$ cat src/rtl/imu_burst_sampler.sv
// imu_burst_sampler: SPI-mode-3 master for an IMU. Waits out sensor boot,
// writes a configuration table, then performs periodic burst reads.
// Ports:
//   clk, reset        system clock, async active-high reset
//   cfg_table         NUM_CFG x {addr, data} config entries
//   restart           sync pulse, abort and re-run configuration
//   SDO               serial data from sensor
//   SPC, CS, SDI      SPI clock (idle high), chip select (low), data out
//   sample            burst bytes, byte k at [8k+7:8k]
//   sample_valid      one-cycle strobe on sample update
//   sample_count      completed bursts (wraps)
//   cfg_done          all config frames written
module imu_burst_sampler #(
    parameter int         CLK_DIV       = 2,
    parameter int         NUM_CFG       = 4,
    parameter int         BURST_BYTES   = 12,
    parameter logic [7:0] READ_ADDR     = 8'h22,
    parameter int         BOOT_CYCLES   = 700_000,
    parameter int         CFG_GAP       = 1000,
    parameter int         PERIOD_CYCLES = 4_000_000
) (
    input  logic                       clk,
    input  logic                       reset,
    input  logic [16*NUM_CFG-1:0]      cfg_table,
    input  logic                       restart,
    input  logic                       SDO,
    output logic                       SPC,
    output logic                       CS,
    output logic                       SDI,
    output logic [8*BURST_BYTES-1:0]   sample,
    output logic                       sample_valid,
    output logic [15:0]                sample_count,
    output logic                       cfg_done
);
    localparam int W    = 8 * BURST_BYTES;
    localparam int DIV  = (CLK_DIV < 1) ? 1 : CLK_DIV;
    localparam int GAP  = (CFG_GAP < 1) ? 1 : CFG_GAP;
    localparam int BOOT = (BOOT_CYCLES < 1) ? 1 : BOOT_CYCLES;
    localparam int PER  = (PERIOD_CYCLES < 1) ? 1 : PERIOD_CYCLES;
    localparam int IW   = $clog2(NUM_CFG + 1);
    // Half-phase index of the last high phase: 0 is setup,
    // 2i+1 / 2i+2 are the low / high phases of bit i.
    localparam logic [15:0] WLAST = 16'(2 * 16);
    localparam logic [15:0] RLAST = 16'(2 * (8 + W));
    // Leaving half 2i+1 enters the high phase of bit i; data from bit 8.
    localparam logic [15:0] RX_FIRST = 16'd17;

    typedef enum logic [2:0] {
        S_BOOT, S_CFG_WR, S_CFG_GAP, S_WAIT, S_READ, S_DONE
    } state_t;

    state_t          st_q;
    logic [31:0]     cnt_q;
    logic [31:0]     per_q;
    logic [IW-1:0]   idx_q;
    logic            act_q;
    logic [15:0]     div_q;
    logic [15:0]     hc_q;
    logic [15:0]     tx_q;
    logic [W-1:0]    rx_q;

    logic [IW-1:0]   idx_d;
    logic [15:0]     ent;
    logic            launch_wr;
    logic            launch_rd;
    logic            per_hit;
    logic [W-1:0]    burst;

    always_comb begin
        per_hit   = (per_q >= 32'(PER - 1));
        launch_wr = 1'b0;
        launch_rd = 1'b0;
        idx_d     = idx_q;
        case (st_q)
            S_BOOT:    launch_wr = (cnt_q == 32'(BOOT - 1));
            // Only reachable idle after restart; frame starts next cycle.
            S_CFG_WR:  launch_wr = !act_q;
            S_CFG_GAP: begin
                if (cnt_q == 32'(GAP - 1) &&
                    32'(idx_q) < 32'(NUM_CFG - 1)) begin
                    launch_wr = 1'b1;
                    idx_d     = idx_q + 1'b1;
                end
            end
            S_WAIT:    launch_rd = per_hit;
            // Overlong bursts chain straight into the next read.
            S_DONE:    launch_rd = per_hit;
            default:   ;
        endcase
        if (restart) begin
            launch_wr = 1'b0;
            launch_rd = 1'b0;
        end
        ent = '0;
        for (int i = 0; i < NUM_CFG; i++) begin
            if (idx_d == IW'(i)) ent = cfg_table[16*i +: 16];
        end
    end

    // Bytes arrive first-to-last in rx_q MSB downwards.
    always_comb begin
        burst = '0;
        for (int k = 0; k < BURST_BYTES; k++) begin
            burst[8*k +: 8] = rx_q[W-8-8*k +: 8];
        end
    end

    always_ff @(posedge clk or posedge reset) begin
        if (reset) begin
            st_q         <= S_BOOT;
            cnt_q        <= '0;
            per_q        <= '0;
            idx_q        <= '0;
            act_q        <= 1'b0;
            div_q        <= '0;
            hc_q         <= '0;
            tx_q         <= '0;
            rx_q         <= '0;
            SPC          <= 1'b1;
            CS           <= 1'b1;
            SDI          <= 1'b0;
            sample       <= '0;
            sample_valid <= 1'b0;
            sample_count <= '0;
            cfg_done     <= 1'b0;
        end else begin
            sample_valid <= 1'b0;
            if (per_q < 32'(PER - 1)) per_q <= per_q + 1;
            if (st_q == S_DONE && !restart) begin
                sample       <= burst;
                sample_valid <= 1'b1;
                sample_count <= sample_count + 1'b1;
            end
            if (restart) begin
                st_q     <= S_CFG_WR;
                act_q    <= 1'b0;
                idx_q    <= '0;
                cfg_done <= 1'b0;
                CS       <= 1'b1;
                SPC      <= 1'b1;
                SDI      <= 1'b0;
            end else if (launch_wr || launch_rd) begin
                act_q <= 1'b1;
                div_q <= '0;
                hc_q  <= '0;
                CS    <= 1'b0;
                SPC   <= 1'b1;
                if (launch_rd) begin
                    st_q  <= S_READ;
                    per_q <= '0;
                    tx_q  <= {1'b1, READ_ADDR[6:0], 8'h00};
                    SDI   <= 1'b1;
                end else begin
                    st_q  <= S_CFG_WR;
                    idx_q <= idx_d;
                    tx_q  <= {1'b0, ent[14:0]};
                    SDI   <= 1'b0;
                end
            end else begin
                case (st_q)
                    S_BOOT: cnt_q <= cnt_q + 1;
                    S_CFG_GAP: begin
                        if (cnt_q == 32'(GAP - 1)) begin
                            cfg_done <= 1'b1;
                            st_q     <= S_WAIT;
                            per_q    <= '0;
                        end else begin
                            cnt_q <= cnt_q + 1;
                        end
                    end
                    S_DONE: st_q <= S_WAIT;
                    S_CFG_WR, S_READ: begin
                        if (div_q != 16'(DIV - 1)) begin
                            div_q <= div_q + 1'b1;
                        end else begin
                            div_q <= '0;
                            if (hc_q == ((st_q == S_READ) ? RLAST : WLAST)) begin
                                CS    <= 1'b1;
                                SPC   <= 1'b1;
                                SDI   <= 1'b0;
                                act_q <= 1'b0;
                                if (st_q == S_READ) begin
                                    st_q <= S_DONE;
                                end else begin
                                    st_q  <= S_CFG_GAP;
                                    cnt_q <= '0;
                                end
                            end else begin
                                hc_q <= hc_q + 1'b1;
                                if (!hc_q[0]) begin
                                    SPC <= 1'b0;
                                    if (hc_q != '0) begin
                                        SDI  <= tx_q[14];
                                        tx_q <= {tx_q[14:0], 1'b0};
                                    end
                                end else begin
                                    SPC <= 1'b1;
                                    if (st_q == S_READ && hc_q >= RX_FIRST)
                                        rx_q <= {rx_q[W-2:0], SDO};
                                end
                            end
                        end
                    end
                    default: ;
                endcase
            end
        end
    end
endmodule

$ cat config.mk
export PLATFORM = sky130hd
export DESIGN_NAME = imu_burst_sampler
export DESIGN_NICKNAME = d
export VERILOG_FILES = /design/src/rtl/imu_burst_sampler.sv
export SDC_FILE = /design/constraint.sdc
export NUM_CORES = 1
export LEC_CHECK = 0
export ABC_AREA = 1
export CAP_MARGIN = 15
export CORE_ASPECT_RATIO = 0.9
export CORE_UTILIZATION = 64
export CTS_CLUSTER_DIAMETER = 200
export DETAILED_ROUTE_END_ITERATION = 6
export DONT_BUFFER_PORTS = 1
export PLACE_DENSITY = 0.8
export SETUP_SLACK_MARGIN = 0.5
export SYNTH_ARGS = -nofsm -noshare
export SYNTH_HDL_FRONTEND = slang
export SYNTH_SLANG_ARGS = --single-unit
$ cat constraint.sdc
create_clock -name clk -period 14.6 [get_ports clk]
set_clock_uncertainty 0.1 [all_clocks]
set_input_delay 4.38 -clock clk [delete_from_list [all_inputs] [get_ports clk]]
set_output_delay 4.38 -clock clk [all_outputs]
set_load 0.01 [all_outputs]
======== Word-level counts from Yosys, hierarchy flattened ========
Cells that the tools add are included.
storage, ports and cells
  word-level logic and storage cells ...... 165
  input port bits ......................... 68
  register bits after elaboration ......... 331
cells by class
  equal/unequal tests ..................... 26
  magnitude comparators ................... 4
  bitwise operators ....................... 4
  muxes and demuxes ....................... 77
  add/sub/neg operators ................... 6
  reductions and logical operators ........ 32
operators with widths
  operator                                                                               number
  32-bit two-way mux                                                                     10
  15-bit two-way mux                                                                     11
  16-bit two-way mux                                                                     7
  32-bit one-hot mux with 3 select lines                                                 1
  32-bit by 1-bit adder with 32-bit output, second input constant                        2
  16-bit by 1-bit adder with 16-bit output, second input constant                        3
  3-bit two-way mux                                                                      12
  1-bit two-way mux                                                                      33
  32-bit by 10-bit == test with 1-bit output, second input constant                      1
  32-bit by 20-bit == test with 1-bit output, second input constant                      1
  32-bit by 22-bit greater-or-equal comparator with 1-bit output, second input constant  1
  32-bit by 22-bit less-than comparator with 1-bit output, second input constant         1
  16-bit by 8-bit == test with 1-bit output                                              1
  16-bit by 5-bit greater-or-equal comparator with 1-bit output, second input constant   1
  16-bit by 1-bit inequality test with 1-bit output, second input constant               1
  2-bit inequality test, second input constant                                           8
  16-bit nonzero test                                                                    1
  7-bit AND reduction                                                                    2
  3-bit by 2-bit == test with 1-bit output, second input constant                        4
  4-bit inequality test, second input constant                                           3
  4-bit AND reduction                                                                    3
  2-bit nonzero test                                                                     5
  3-bit one-hot mux with 3 select lines                                                  1
  3-bit nonzero test                                                                     3
  other kinds (20)                                                                       33

======== Longest topological paths before layout ========
  depth in word-level cells ............... 11
  mapped depth ............................ 18

======== Least setup slack after synthesis ========
No wires, ideal clock.
  path kind ............................... input to register
  from .................................... input restart
  to ...................................... register cnt_q[8]
  path slack .............................. 8.657 ns
  data arrival time ....................... 5.708 ns
  required time ........................... 14.365 ns
  stages .................................. 10
  path buffers ............................ 3
  setup time .............................. 0.135 ns
  cell sequence ........................... buf_2 > clkinv_1 > nand2_2 > nand2_1 > inv_2 > nand3_2 > buf_4 > buf_2 > nand2_1 > o31ai_1
between the ends
  cells in the longest elaborated chain, start to end .. 4
  elaborated cells between the ends (all ways) .. 6
ends and longest elaborated chain
  item                               RTL line  source
  start: declaration                 25        input logic restart,
  1-bit two-way mux                  90        if (restart) begin
  1-bit logical OR                   142       end else if (launch_wr || launch_rd) begin
  1-bit NOT (no line)                n/a
  7-bit AND reduction (no line) (*)  n/a
  end signal: assignment             161       S_BOOT: cnt_q <= cnt_q + 1;
  end signal: assignment             168       cnt_q <= cnt_q + 1;
  end: declaration                   53        logic [31:0] cnt_q;
Mark *: on every way between the ends. The rest lies on a longest branch, timed or not.
A chain may end at the register's enable or synchronous reset.

======== Final worst setup path ========
  from .................................... input restart
  to ...................................... register cnt_q[0]
Same word-level chain as after synthesis.

==> results.md <==
- Run status: completed
- Sum of routed wire length over all layers: 33.79 mm
- Startpoint class of the critical path: primary input
- Area of the die: 25550 um^2
- Most frequent cell on the critical path: sky130_fd_sc_hd__nand2_1
- Total length of routed met2 wires: 15.61 mm
- Classification of the worst setup path: in2reg
- Total power draw: 0.002983 W
- Utilization of the core after routing: 70.68%
- Number of standard cells after synthesis: 1949
- Arr. time, crit path: 6.86 ns
- Overflow left after global routing: 0
- Shortest period the worst path allows: 6.528 ns
- Final count of pins violating max slew: 0
- Number of remaining DRC errors: 0
- Number of standard cells in the layout, taps in and fillers out: 2243
- Area of the mapped netlist: 15950 um^2
- Via total after detailed routing: 12420
- Die boundary height: 151.8 um
- Wire length on met3: 2.115 mm
- Setup slack at placement: 7.219 ns
- Clock insertion delay at the later pin of the skew report: 0.51 ns
- Sequential cell area fraction in the yosys report: 51.95%
- Count of antenna diodes in the layout: 0
- Buffer count from post-CTS setup fixing: 0
- Placed cells: 2179
- Clk root buf: sky130_fd_sc_hd__clkbuf_16
- Count of final hold-check violations: 0
- Num rows: 54
- Aggregate global-route resource usage: 26.78%
- Floorplan core area: 24320 um^2
- Gp weighted congestion: 0.9202
- Number of enable-type register cells in the synthesized netlist: 0
- Unrepaired setup endpoints after global routing: false
- Wirelength per Cell: 15.07 um
- Number of I/O port buffers: 0
- Leakage: 7.738 nW
- Clock tree from TritonCTS: done
- Area grow syn2layout: 7.806%
- Top-count cell post-synth: sky130_fd_sc_hd__nand2_1
- Number of nets with antenna violations after detailed routing: 0
- Share of synthesized flip-flops with an asynchronous set or reset: 100.0%
- Number of distinct library cells after synthesis: 36
- Initial Util: 65.57%
- CP cell instances: nor2_8, inv_4, o31ai_1, nand2_1, nand2_1, inv_2, nand3_2, buf_16, inv_1, nand3_1, o21ai_0
- Worst supply voltage drop on vdd: 135.7 uV
- Reg clk slew, reported paths: 0.06 ns
- Antenna violations before repair: 0
- Routed metal-1 wire length: 15.44 mm
- Biggest area contributors in the synthesized netlist: sky130_fd_sc_hd__dfrtp_1 52%, sky130_fd_sc_hd__nand2_1 11%, sky130_fd_sc_hd__o21ai_0 7.1%, sky130_fd_sc_hd__inv_1 5.6%, sky130_fd_sc_hd__nor2_1 4.9%
- Critical path's largest stage delay: 0.54 ns
- Leading cell types by count after synthesis: 472 x sky130_fd_sc_hd__nand2_1, 329 x sky130_fd_sc_hd__dfrtp_1, 236 x sky130_fd_sc_hd__inv_1
- Post_cts resized: 0
- H-tree Lvls: 2
- Worst path bufs/invs: 4
- Number of synthesized register bits: 331
- Number of setup violations in the final report: 0
- Number of global-route vias before repair: 11420
- Crit share post-route: 44.71%
- Via/cell ratio: 5.539
- Pin count of the biggest net entering global routing: 140
- Number of violations reported at the end of detailed-routing iteration 0: 1088
- Top cell type's share of synthesized area: 51.62%
- Measured slew at the worst slew-check pin: 0.9506 ns
- Sum Neg Setup Slack: 0 ns
- Post-detailed-placement half-perimeter wirelength: 22.43 mm
- Cell with the largest stage delay on the worst path: sky130_fd_sc_hd__nand3_2
- Fraction of final layout cells sized beyond drive strength 1: 5.168%
- Dominant delay contributor by cell family on the critical path: buffers and inverters
- Dominant synthesized flop cell: sky130_fd_sc_hd__dfrtp_1
- Worst Setup End Kind: flop
- Clock buffer depth: 3
- Max frequency: 0.1532 GHz
- Number of iterations in the first detailed-routing pass: 5
- First-pass GRT wire length: 55.76 mm
- Ys Warns: 0
- Final nets: 1987
- Most area-hungry cell type in the Yosys netlist: sky130_fd_sc_hd__dfrtp_1
- Syn_nets: 2026
- Avg Inst Size Synth: 8.183 um^2
- Fillers: 1902
- Pwr dens: 173.5 nW/um^2
- Highest net fanout along the worst path: 59
- Min setup slack post-route: 8.072 ns
- Die Wd: 168.4 um
- Data required time of the worst path: 14.93 ns
- CTS Hold Bufs: 0
- Hold crit path type: reg2reg
- Top layer used by detailed routing: met4
- Number of clock sinks seen by CTS: 331
- Number of clock buffers inserted by TritonCTS: 34
- Max-cap viol count: 0
- Worst-case headroom to the max-slew limit: 36.63%
- Number of top-level pins: 185
registers in the layout, summed over array words and instances (netlist names), 3 cells and up:
signal / count
rx_q: 96
sample_count: 16
idx_q: 3
st_q: 3
hc_q: 16
per_q: 32
cnt_q: 32
tx_q: 15
div_q: 16
sample: 96
logic make-up (layout without fill, tap and decap cells):
group	Yosys count	in the layout	synth area share, %
and+or+nand+nor	897	897	24.21
xor gates and xnor gates	78	78	4.284
buffers and inverters	329	315	8.512
AOI/OAI and AO/OA	305	305	10.33
DFF	331	331	51.95
adders and majority gates	9	9	0.7061
worst paths after layout:
| kind | from | endpoint | slack (ns) | depth (start not counted) |
|---|---|---|---|---|
| setup / recovery | restart | cnt_q[0] | 8.07 | 11 |
| hold / removal | rx_q[95] | sample[7] | 0.38 | 2 |
| setup reg to reg | st_q[1] | rx_q[54] | 10.87 | 11 |
| hold reg to reg | rx_q[95] | sample[7] | 0.38 | 2 |
| max in group asynchronous | reset | cnt_q[21] | 9.08 | 2 |
| min in group asynchronous | reset | tx_q[4] | 3.82 | 1 |
per-layer routing:
metal | global-route usage (%) | vias up
li1 | - | 6172
met1 | 38.19 | 5891
met2 | 42.32 | 308
met3 | 5.584 | 52
met4 | 6.591 | 0
met5 | 0 | -
worst register-to-register path: stages (launching register included):
cell and delay (ns):
sky130_fd_sc_hd__dfrtp_1 0.44, sky130_fd_sc_hd__nor2_1 0.22, sky130_fd_sc_hd__nand2_1 0.16, sky130_fd_sc_hd__inv_1 0.17
sky130_fd_sc_hd__o21ai_1 0.12, sky130_fd_sc_hd__nand4_1 0.11, sky130_fd_sc_hd__inv_1 0.05, sky130_fd_sc_hd__nor4_1 0.45
sky130_fd_sc_hd__nand3_4 0.76, sky130_fd_sc_hd__buf_4 0.67, sky130_fd_sc_hd__nand2_1 0.21, sky130_fd_sc_hd__o21ai_0 0.11
placed cells by master, fill, tap and decap left out, drive strengths merged:
master	n
dfstp	2
nand2	481
nand4	55
o21ai	235
dfrtp	329
nor3b	2
and3	2
o31ai	38
nand3	70
clkinv	6
a21oi	21
a31oi	5
inv	246
xor2	61
buf	9
clkinvlp	2
ha	9
nor4	17
o21a	2
xnor2	17
nor2	215
o211ai	4
bufinv	1
clkbuf	51
nand3b	15
nor3	40
power by group:
part / leakage, nW / switching, W / internal (W)
clock network: 0.571 / 0.000356 / 0.000521
registers: 4.43 / 0.000238 / 0.00112
logic: 2.74 / 0.000503 / 0.000243
total: 7.74 / 0.00110 / 0.00189
final cells by class:
cell class | instances | area (um^2) | area share (%)
clock buffers | 51 | 1056 | 6.142
clock inverters | 10 | 98.84 | 0.5749
inverters | 245 | 934.6 | 5.436
multi-input cells | 1289 | 6317 | 36.74
flip-flops and latches | 331 | 8285 | 48.19
well taps | 308 | 385.4 | 2.241
repair buffers | 9 | 115.1 | 0.6695
metrics by stage:
step | hold slack [ns] | instance area, um^2
floorplan | 0.3488 | 15950
global placement | 0.3565 | 15970
detailed placement | 0.3649 | 15970
CTS | 0.3804 | 17120
global route | 0.4018 | 17190
finish | 0.3764 | 17190
(Power assumes the default switching activity.)
